==> config.mk <==
export PLATFORM = sky130hd
export DESIGN_NAME = matmul_seq_ctrl
export DESIGN_NICKNAME = d
export VERILOG_FILES = /design/src/rtl/matmul_seq_ctrl.sv
export SDC_FILE = /design/constraint.sdc
export NUM_CORES = 1
export LEC_CHECK = 0
export ABC_AREA = 0
export CAP_MARGIN = 10
export CORE_MARGIN = 2
export CORE_UTILIZATION = 45
export CTS_CLUSTER_DIAMETER = 120
export DETAILED_ROUTE_END_ITERATION = 10
export PLACE_DENSITY = 0.67
export SYNTH_ARGS = -nofsm -noshare
export SYNTH_HDL_FRONTEND = slang
export SYNTH_SLANG_ARGS = --single-unit
==> constraint.sdc <==
create_clock -name clk -period 9.05 [get_ports clk]
set_clock_uncertainty 0.1 [all_clocks]
set_input_delay 2.2625 -clock clk [delete_from_list [all_inputs] [get_ports clk]]
set_output_delay 2.2625 -clock clk [all_outputs]
set_load 0.01 [all_outputs]
==> src/rtl/matmul_seq_ctrl.sv <==
// -----------------------------------------------------------------------------
// matmul_seq_ctrl
//
// Sequencing controller for the UART matrix-multiplication datapath.
// Receives three dimension bytes (M, K, N), validates them, streams the M*K
// elements of A and the K*N elements of B into the operand memories, starts
// the multiplier, then paces the M*N results out through the UART transmitter
// one element per transfer.
//
// Ports:
//   clk, rst          clock, asynchronous active-high reset
//   abort             synchronous abort back to IDLE (clears counters and err)
//   rx_valid/rx_data  received-byte strobe and data
//   tx_busy           UART transmitter busy
//   mult_done         multiplier finished (level or pulse)
//   rx_enable         controller is accepting RX bytes
//   mem_we/mem_sel/mem_addr/mem_wdata
//                     operand memory write port (combinational, same cycle
//                     as rx_valid; mem_sel 0 = A, 1 = B)
//   m_dim/k_dim/n_dim latched dimensions
//   mult_start        one-cycle multiplier start pulse
//   tx_start/res_addr one-cycle transmit pulse and the result index it sends
//   done              one-cycle pulse after the last result has been sent
//   err               sticky dimension error
//   current_state     state code
// -----------------------------------------------------------------------------
module matmul_seq_ctrl #(
    parameter int DATA_W  = 8,
    parameter int MAX_DIM = 8,
    parameter int DIM_W   = $clog2(MAX_DIM + 1),
    parameter int ADDR_W  = ((MAX_DIM * MAX_DIM) > 1) ? $clog2(MAX_DIM * MAX_DIM) : 1
) (
    input  logic              clk,
    input  logic              rst,
    input  logic              abort,
    input  logic              rx_valid,
    input  logic [DATA_W-1:0] rx_data,
    input  logic              tx_busy,
    input  logic              mult_done,
    output logic              rx_enable,
    output logic              mem_we,
    output logic              mem_sel,
    output logic [ADDR_W-1:0] mem_addr,
    output logic [DATA_W-1:0] mem_wdata,
    output logic [DIM_W-1:0]  m_dim,
    output logic [DIM_W-1:0]  k_dim,
    output logic [DIM_W-1:0]  n_dim,
    output logic              mult_start,
    output logic              tx_start,
    output logic [ADDR_W-1:0] res_addr,
    output logic              done,
    output logic              err,
    output logic [2:0]        current_state
);

    // Element counters run at the full product width so the last-index
    // compare never loses bits.
    localparam int CNT_W = 2 * DIM_W;

    typedef enum logic [2:0] {
        S_IDLE      = 3'd0,
        S_DIMS      = 3'd1,
        S_LOAD_A    = 3'd2,
        S_LOAD_B    = 3'd3,
        S_COMPUTE   = 3'd4,
        S_SEND      = 3'd5,
        S_SEND_WAIT = 3'd6,
        S_ERROR     = 3'd7
    } state_t;

    state_t            state_r, state_s;
    logic [CNT_W-1:0]  elem_cnt_r, elem_cnt_s;
    logic [CNT_W-1:0]  res_cnt_r, res_cnt_s;
    logic [1:0]        dim_idx_r, dim_idx_s;
    logic [DIM_W-1:0]  m_dim_r, m_dim_s;
    logic [DIM_W-1:0]  k_dim_r, k_dim_s;
    logic [DIM_W-1:0]  n_dim_r, n_dim_s;
    logic              dim_bad_r, dim_bad_s;
    logic              err_r, err_s;
    logic              mult_start_r, mult_start_s;
    logic              tx_start_r, tx_start_s;
    logic              done_r, done_s;
    logic [ADDR_W-1:0] res_addr_r, res_addr_s;
    logic [CNT_W-1:0]  mk_s, kn_s, mn_s;

    // A dimension byte is legal only if 1..MAX_DIM over the full byte width;
    // checking the raw byte keeps e.g. 24 from aliasing to a legal 8 after
    // truncation to DIM_W bits.
    function automatic logic dim_in_range(input logic [DATA_W-1:0] b);
        return (b != {DATA_W{1'b0}}) && (b <= DATA_W'(MAX_DIM));
    endfunction

    // Operand and result counts for the latched job.
    always_comb begin
        mk_s = CNT_W'(m_dim_r) * CNT_W'(k_dim_r);
        kn_s = CNT_W'(k_dim_r) * CNT_W'(n_dim_r);
        mn_s = CNT_W'(m_dim_r) * CNT_W'(n_dim_r);
    end

    // RX handshake and operand-memory write port, decoded from the state.
    always_comb begin
        rx_enable = 1'b0;
        mem_we    = 1'b0;
        mem_sel   = 1'b0;
        mem_addr  = elem_cnt_r[ADDR_W-1:0];
        mem_wdata = rx_data;
        case (state_r)
            S_IDLE, S_DIMS: begin
                rx_enable = 1'b1;
            end
            S_LOAD_A: begin
                rx_enable = 1'b1;
                mem_we    = rx_valid & ~abort;
            end
            S_LOAD_B: begin
                rx_enable = 1'b1;
                mem_we    = rx_valid & ~abort;
                mem_sel   = 1'b1;
            end
            default: begin
                rx_enable = 1'b0;
            end
        endcase
    end

    // Next-state, counter and registered-pulse logic.
    always_comb begin
        state_s      = state_r;
        elem_cnt_s   = elem_cnt_r;
        res_cnt_s    = res_cnt_r;
        dim_idx_s    = dim_idx_r;
        m_dim_s      = m_dim_r;
        k_dim_s      = k_dim_r;
        n_dim_s      = n_dim_r;
        dim_bad_s    = dim_bad_r;
        err_s        = err_r;
        res_addr_s   = res_addr_r;
        mult_start_s = 1'b0;
        tx_start_s   = 1'b0;
        done_s       = 1'b0;

        if (abort) begin
            // Abort overrides everything; dims are deliberately kept.
            state_s    = S_IDLE;
            elem_cnt_s = {CNT_W{1'b0}};
            res_cnt_s  = {CNT_W{1'b0}};
            dim_idx_s  = 2'd0;
            dim_bad_s  = 1'b0;
            err_s      = 1'b0;
        end else begin
            case (state_r)
                S_IDLE: begin
                    if (rx_valid) begin
                        m_dim_s   = rx_data[DIM_W-1:0];
                        dim_bad_s = ~dim_in_range(rx_data);
                        dim_idx_s = 2'd1;
                        state_s   = S_DIMS;
                    end else begin
                        state_s = S_IDLE;
                    end
                end
                S_DIMS: begin
                    if (rx_valid) begin
                        if (dim_idx_r == 2'd1) begin
                            k_dim_s   = rx_data[DIM_W-1:0];
                            dim_bad_s = dim_bad_r | ~dim_in_range(rx_data);
                            dim_idx_s = 2'd2;
                        end else begin
                            n_dim_s   = rx_data[DIM_W-1:0];
                            dim_idx_s = 2'd0;
                            if (dim_bad_r || !dim_in_range(rx_data)) begin
                                state_s = S_ERROR;
                                err_s   = 1'b1;
                            end else begin
                                state_s    = S_LOAD_A;
                                elem_cnt_s = {CNT_W{1'b0}};
                            end
                        end
                    end else begin
                        state_s = S_DIMS;
                    end
                end
                S_LOAD_A: begin
                    if (rx_valid) begin
                        if (elem_cnt_r == (mk_s - CNT_W'(1))) begin
                            elem_cnt_s = {CNT_W{1'b0}};
                            state_s    = S_LOAD_B;
                        end else begin
                            elem_cnt_s = elem_cnt_r + CNT_W'(1);
                        end
                    end else begin
                        state_s = S_LOAD_A;
                    end
                end
                S_LOAD_B: begin
                    if (rx_valid) begin
                        if (elem_cnt_r == (kn_s - CNT_W'(1))) begin
                            elem_cnt_s   = {CNT_W{1'b0}};
                            state_s      = S_COMPUTE;
                            mult_start_s = 1'b1;
                        end else begin
                            elem_cnt_s = elem_cnt_r + CNT_W'(1);
                        end
                    end else begin
                        state_s = S_LOAD_B;
                    end
                end
                S_COMPUTE: begin
                    // mult_start_r is high exactly in the first COMPUTE cycle,
                    // so it doubles as the "ignore mult_done" qualifier.
                    if (!mult_start_r && mult_done) begin
                        state_s   = S_SEND;
                        res_cnt_s = {CNT_W{1'b0}};
                    end else begin
                        state_s = S_COMPUTE;
                    end
                end
                S_SEND: begin
                    if (!tx_busy) begin
                        state_s    = S_SEND_WAIT;
                        tx_start_s = 1'b1;
                        res_addr_s = res_cnt_r[ADDR_W-1:0];
                    end else begin
                        state_s = S_SEND;
                    end
                end
                S_SEND_WAIT: begin
                    // The transmitter may not raise tx_busy until the cycle
                    // after tx_start, so the first cycle (tx_start_r high)
                    // never exits.
                    if (tx_start_r) begin
                        state_s = S_SEND_WAIT;
                    end else if (!tx_busy) begin
                        if (res_cnt_r == (mn_s - CNT_W'(1))) begin
                            state_s = S_IDLE;
                            done_s  = 1'b1;
                        end else begin
                            res_cnt_s = res_cnt_r + CNT_W'(1);
                            state_s   = S_SEND;
                        end
                    end else begin
                        state_s = S_SEND_WAIT;
                    end
                end
                S_ERROR: begin
                    state_s = S_ERROR;
                end
                default: begin
                    state_s = S_IDLE;
                end
            endcase
        end
    end

    // State, counters, latched dimensions and registered outputs.
    always_ff @(posedge clk or posedge rst) begin
        if (rst) begin
            state_r      <= S_IDLE;
            elem_cnt_r   <= {CNT_W{1'b0}};
            res_cnt_r    <= {CNT_W{1'b0}};
            dim_idx_r    <= 2'd0;
            m_dim_r      <= {DIM_W{1'b0}};
            k_dim_r      <= {DIM_W{1'b0}};
            n_dim_r      <= {DIM_W{1'b0}};
            dim_bad_r    <= 1'b0;
            err_r        <= 1'b0;
            mult_start_r <= 1'b0;
            tx_start_r   <= 1'b0;
            done_r       <= 1'b0;
            res_addr_r   <= {ADDR_W{1'b0}};
        end else begin
            state_r      <= state_s;
            elem_cnt_r   <= elem_cnt_s;
            res_cnt_r    <= res_cnt_s;
            dim_idx_r    <= dim_idx_s;
            m_dim_r      <= m_dim_s;
            k_dim_r      <= k_dim_s;
            n_dim_r      <= n_dim_s;
            dim_bad_r    <= dim_bad_s;
            err_r        <= err_s;
            mult_start_r <= mult_start_s;
            tx_start_r   <= tx_start_s;
            done_r       <= done_s;
            res_addr_r   <= res_addr_s;
        end
    end

    assign m_dim         = m_dim_r;
    assign k_dim         = k_dim_r;
    assign n_dim         = n_dim_r;
    assign mult_start    = mult_start_r;
    assign tx_start      = tx_start_r;
    assign res_addr      = res_addr_r;
    assign done          = done_r;
    assign err           = err_r;
    assign current_state = state_r;

endmodule

# --- Yosys cells after proc, flatten, opt, wreduce, memory -nomap -nowiden ---
# Cells that the tools add are included.
word_totals:
  latchBits: 0
  romBits: 0
  reg_bits: 44
  ram_bits: 0
  mem_count: 0
classes:
  addsub: 5
  eq_ne: 26
  n_div: 0
  mul: 3
  n_bitwise: 6
  n_shift: 0
  n_reduce_logical: 25
  magnitude_cmp: 1
  n_mux: 60
ops:
  columns: ["op", "count"]
  rows:
  - ["$mux W8", 13]
  - ["$mux W3", 11]
  - ["$ne A3 B3 Y1 const B", 11]
  - ["$mux W1", 26]
  - ["$eq A8 B8 Y1", 3]
  - ["$mul A4 B4 Y8", 3]
  - ["$pmux W3 S8", 1]
  - ["$pmux W8 S3", 1]
  - ["$sub A8 B1 Y8 const B", 3]
  - ["$add A8 B1 Y8 const B", 2]
  - ["$pmux W8 S2", 1]
  - ["$reduce_and A4 Y1", 4]
  - ["$eq A3 B3 Y1 const B", 4]
  - ["$ne A4 B4 Y1 const B", 3]
  - ["$reduce_and A3 Y1", 4]
  - ["$mux W2", 5]
  - ["$le A8 B4 Y1 const B", 1]
  - ["$reduce_bool A8 Y1", 1]
  - ["$eq A3 B2 Y1 const B", 2]
  - ["$reduce_and A6 Y1", 1]
  - ["$reduce_bool A2 Y1", 3]
  - ["$reduce_bool A3 Y1", 2]
  - ["$reduce_and A5 Y1", 1]
  - ["$not A1 Y1", 4]
  - ["14 further kinds", 16]

# --- Longest topological paths before layout ---
depth:
  word_depth: 9
  ltp_mapped: 15
  mapped_depth_nobuf: 14

# --- Worst setup path before layout ---
# Ideal clock, no wire load.
synth_timing:
  kind: "input to output"
  from: "input rx_valid"
  to: "output mem_we"
  setup_slack_ps: 4019
  stages: 2
  t_required_ps: 6688
  path_buffers: 0
  t_arrival_ps: 2669
  path_cell_list: "nor2b_1 and3_1"
synth_via:
  elab_chain_len: 2
synth_lines:
  columns: ["item", "line_no", "source"]
  rows:
  - ["start: declaration", "36", "input logic rx_valid,"]
  - ["$and A1 B1 Y1", "113, 117", null]
  - ["$mux W1", null, null]
  - ["end: declaration", "41", "output logic mem_we,"]
# Every way passes these cells.

# --- Worst setup path in the final report ---
layout_timing:
  from: "input abort"
  to: "output mem_we"
layout_via:
  elab_chain_len: 3
layout_lines:
  columns: ["item", "line_no", "source"]
  rows:
  - ["start: declaration", "35", "input logic abort,"]
  - ["$not A1 Y1 (no source line)", null, null]
  - ["$and A1 B1 Y1", "113, 117", null]
  - ["$mux W1", null, null]
# Every way passes these cells.

==> summary.txt <==
Cells and area
  • Final Cell Area: 4850 um2
  • Layout Nets: 574
  • Seq. cell area: 1100 um2
  • Fillers: 858
  • Synth-to-layout area growth: 14.9%
  • Multi-input logic area: 2770 um2
  • Layout cell share with drive strength beyond 1: 0.0887
  • Finished Layout Cells: 607
  • Antenna cells: 0

Global route
  • Vias in the first global route: 3,344
  • Grt total ovfl: 0
  • Met1 Use GR: 0.251
  • Largest net degree at the start of global routing: 45
  • Global-route wire length before repair: 16.0 mm
  • Initial antenna violation count: 0
  • Grt met3 use: 0.0270
  • Global routing's busiest layer: met2
  • All-Layer GR Usage: 0.197
  • Met2 Use GR: 0.337

Routing
  • DR vias/cell: 5.49
  • WL/cell: 15.3 um
  • Total wire length: 9.27 mm
  • Initial DRC count: 184
  • DRC: 0
  • First-pass DRT Iterations: 4
  • Vias: 3,330
  • Routed Antenna Nets: 0

Power
  • Logic pwr share: 0.773
  • Leak pwr: 2.19 nW
  • Psw: 984 uW
  • Seq pwr share: 0.149
  • Clock share of power: 0.078
  • Pwr Density: 427 nW/um2
  • Sw frac: 0.474
  • Max VDD drop: 0.000292 V
  • P_int: 1.09 mW

Clock tree
  • Root Buffer: clkbuf_8
  • CTS-repair resized insts: 0
  • Total clock buffers created by CTS: 5
  • TritonCTS clock tree: done
  • Post-CTS Setup Repair Bufs: 0
  • # hold bufs at CTS: 0
  • Clk_lat worst skew: 0.31 ns
  • Clock-pin slew on the worst setup and hold paths: 0.09 ns
  • Max H-tree Level: 2
  • CTS max path bufs: 2
  • CTS sink cnt: 44

Logic synthesis
  • Count of different cell masters after synthesis: 54
  • Number of enable flip-flop cells after synthesis: 0
  • Post-synth top area share: 0.261
  • Synth Register Bits: 44
  • Synth area leader: dfrtp_1
  • Cells after Synth: 464
  • Top cells by area, synth: dfrtp_1 (26%), ha_1 (15%), fa_1 (7.1%)
  • Sequential area share after synthesis: 0.261
  • Post-synth top cells: nand2_1 (58), ha_1 (50), dfrtp_1 (44)
  • Prevailing post-synth register cell: dfrtp_1
  • Synth warn: 0
  • Mapped Avg Cell Area: 9.10 um2
  • Syn nets: 543
  • Mapped Area: 4220 um2
  • Count leader, synth: nand2_1
  • Ys async rst share: 1.00

Die
  • # rows: 35
  • Initial Util: 0.462
  • Core Box Area: 9150 um2
  • Die Ht: 101 um
  • Die span in x: 101 um
  • Die ar.: 10,200 um2
  • IO Count: 56

STA
  • Max_slew headroom: 0.480
  • Worst-margin pin slew: 0.774 ns
  • Hold Vio Cnt, Final: 0
  • Setup_tns: 0 ns
  • RSZ-0062 raised after global routing: no
  • Fmax: 156 MHz
  • Fin crit share: 0.707
  • Final min period: 6.40 ns
  • Max-slew violation count: 0
  • Final Setup Violations: 0

Worst setup path
  • CP Capture Type: output port
  • Worst Path Max Fanout: 13
  • Critical path type: input pin to output port
  • Req. time, crit path: 6.69 ns
  • Worst Path Arrival: 4.03 ns
  • CP Launch Type: input pin
  • R2R cell count: 13

Min path
  • Hold path depth: 1
  • Min-delay worst type: register to register

Run
  • Maxcap violations: 0

Placement
  • IO buf count: 55
  • Cells after DPL: 599
  • Post-DP HPWL: 7.17 mm
  • Placer Congestion: 0.855
  • Placed instance area: 4740 um2

Status
  • Status: finished clean
state kept, by name (all words and copies together), names as in the netlist:
signal / count
elem_cnt_r: 8
res_cnt_r: 8
res_addr: 6
k_dim: 4
m_dim: 4
n_dim: 4
current_state: 3
dim_idx_r: 2
dim_bad_r: 1
done: 1
err: 1
mult_start: 1
tx_start: 1
power by group through the flow:
stage,combinational [mW],clock (mW),sequential (mW)
final,1.60,0.161,0.310
after global routing,1.83,0.173,0.321
after floorplan,1.33,0,0.271
after CTS,1.63,0.167,0.310
after detailed placement,1.61,0,0.314
after global placement,1.57,0,0.312
worst max-delay path, cell delays in order:
cell	delay, ns
clkdlybuf4s50_1	0.65
nor2b_1	0.29
and3_1	0.27
clkdlybuf4s50_1	0.56
layout make-up:
type / instances / area share
inverter: 44 / 0.0340
clock buffer: 5 / 0.0142
tap: 111 / 0.0286
multi-input combinational: 344 / 0.572
clock inverter: 3 / 0.00980
timing repair buffer: 56 / 0.115
sequential: 44 / 0.227
cell usage in the layout, fill, tap and decap left out, drive strengths merged, types with 6 or more instances in the layout:
master / netlist / final
nand2: 59 / 59
clkdlybuf4s50: 0 / 55
ha: 50 / 50
dfrtp: 44 / 44
inv: 43 / 42
xnor2: 30 / 30
and2: 19 / 19
mux2: 19 / 19
nor2: 18 / 18
fa: 15 / 15
nand3: 14 / 14
xor2: 13 / 13
a21oi: 13 / 13
o21ai: 10 / 10
a31oi: 9 / 9
nand2b: 7 / 7
o31ai: 7 / 7
a21o: 6 / 6
nor2b: 6 / 6
and3: 6 / 6
kinds of logic after synthesis:
kind of cell	Yosys count	share of synthesized area
AND/OR/NAND/NOR	150	0.178
flip-flops	44	0.261
multiplexers	19	0.0507
AO/OA/AOI/OAI	67	0.120
adder cells (fa/ha/maj)	65	0.219
buffers and inverters	76	0.0826
XOR/XNOR	43	0.0892
metal layers:
| layer | part of all wire | vias up |
|---|---|---|
| met2 | 0.50 | 80 |
| met5 | 0 | - |
| met1 | 0.43 | 1605 |
| li1 | - | 1625 |
| met3 | 0.046 | 20 |
| met4 | 0.029 | 0 |
stage by stage:
step / setup WS [ns] / utilization / hold slack, ns / power, mW
2_1_floorplan: 4.02 / - / 0.368 / 1.60
3_3_place_gp: 2.72 / 0.518 / 0.388 / 1.89
3_5_place_dp: 2.70 / 0.518 / 0.386 / 1.93
4_1_cts: 2.69 / 0.530 / 0.419 / 2.11
5_1_grt: 2.59 / 0.530 / 0.445 / 2.33
6_report: 2.65 / 0.530 / 0.416 / 2.07
worst paths after layout:
check                                         from                       end  slack (ns)
hold / removal             res_addr[0]$_DFFE_PP0P_   res_addr[0]$_DFFE_PP0P_        0.42
setup / recovery                             abort                    mem_we        2.65
setup reg to reg              n_dim[3]$_DFFE_PP0P_  res_cnt_r[7]$_DFFE_PP0P_        4.86
min in group asynchronous                      rst   res_addr[4]$_DFFE_PP0P_        2.30
hold reg to reg            res_addr[0]$_DFFE_PP0P_   res_addr[0]$_DFFE_PP0P_        0.42
max in group asynchronous                      rst      n_dim[1]$_DFFE_PP0P_        6.15
Note: power is estimated with default switching activity, not from simulation.
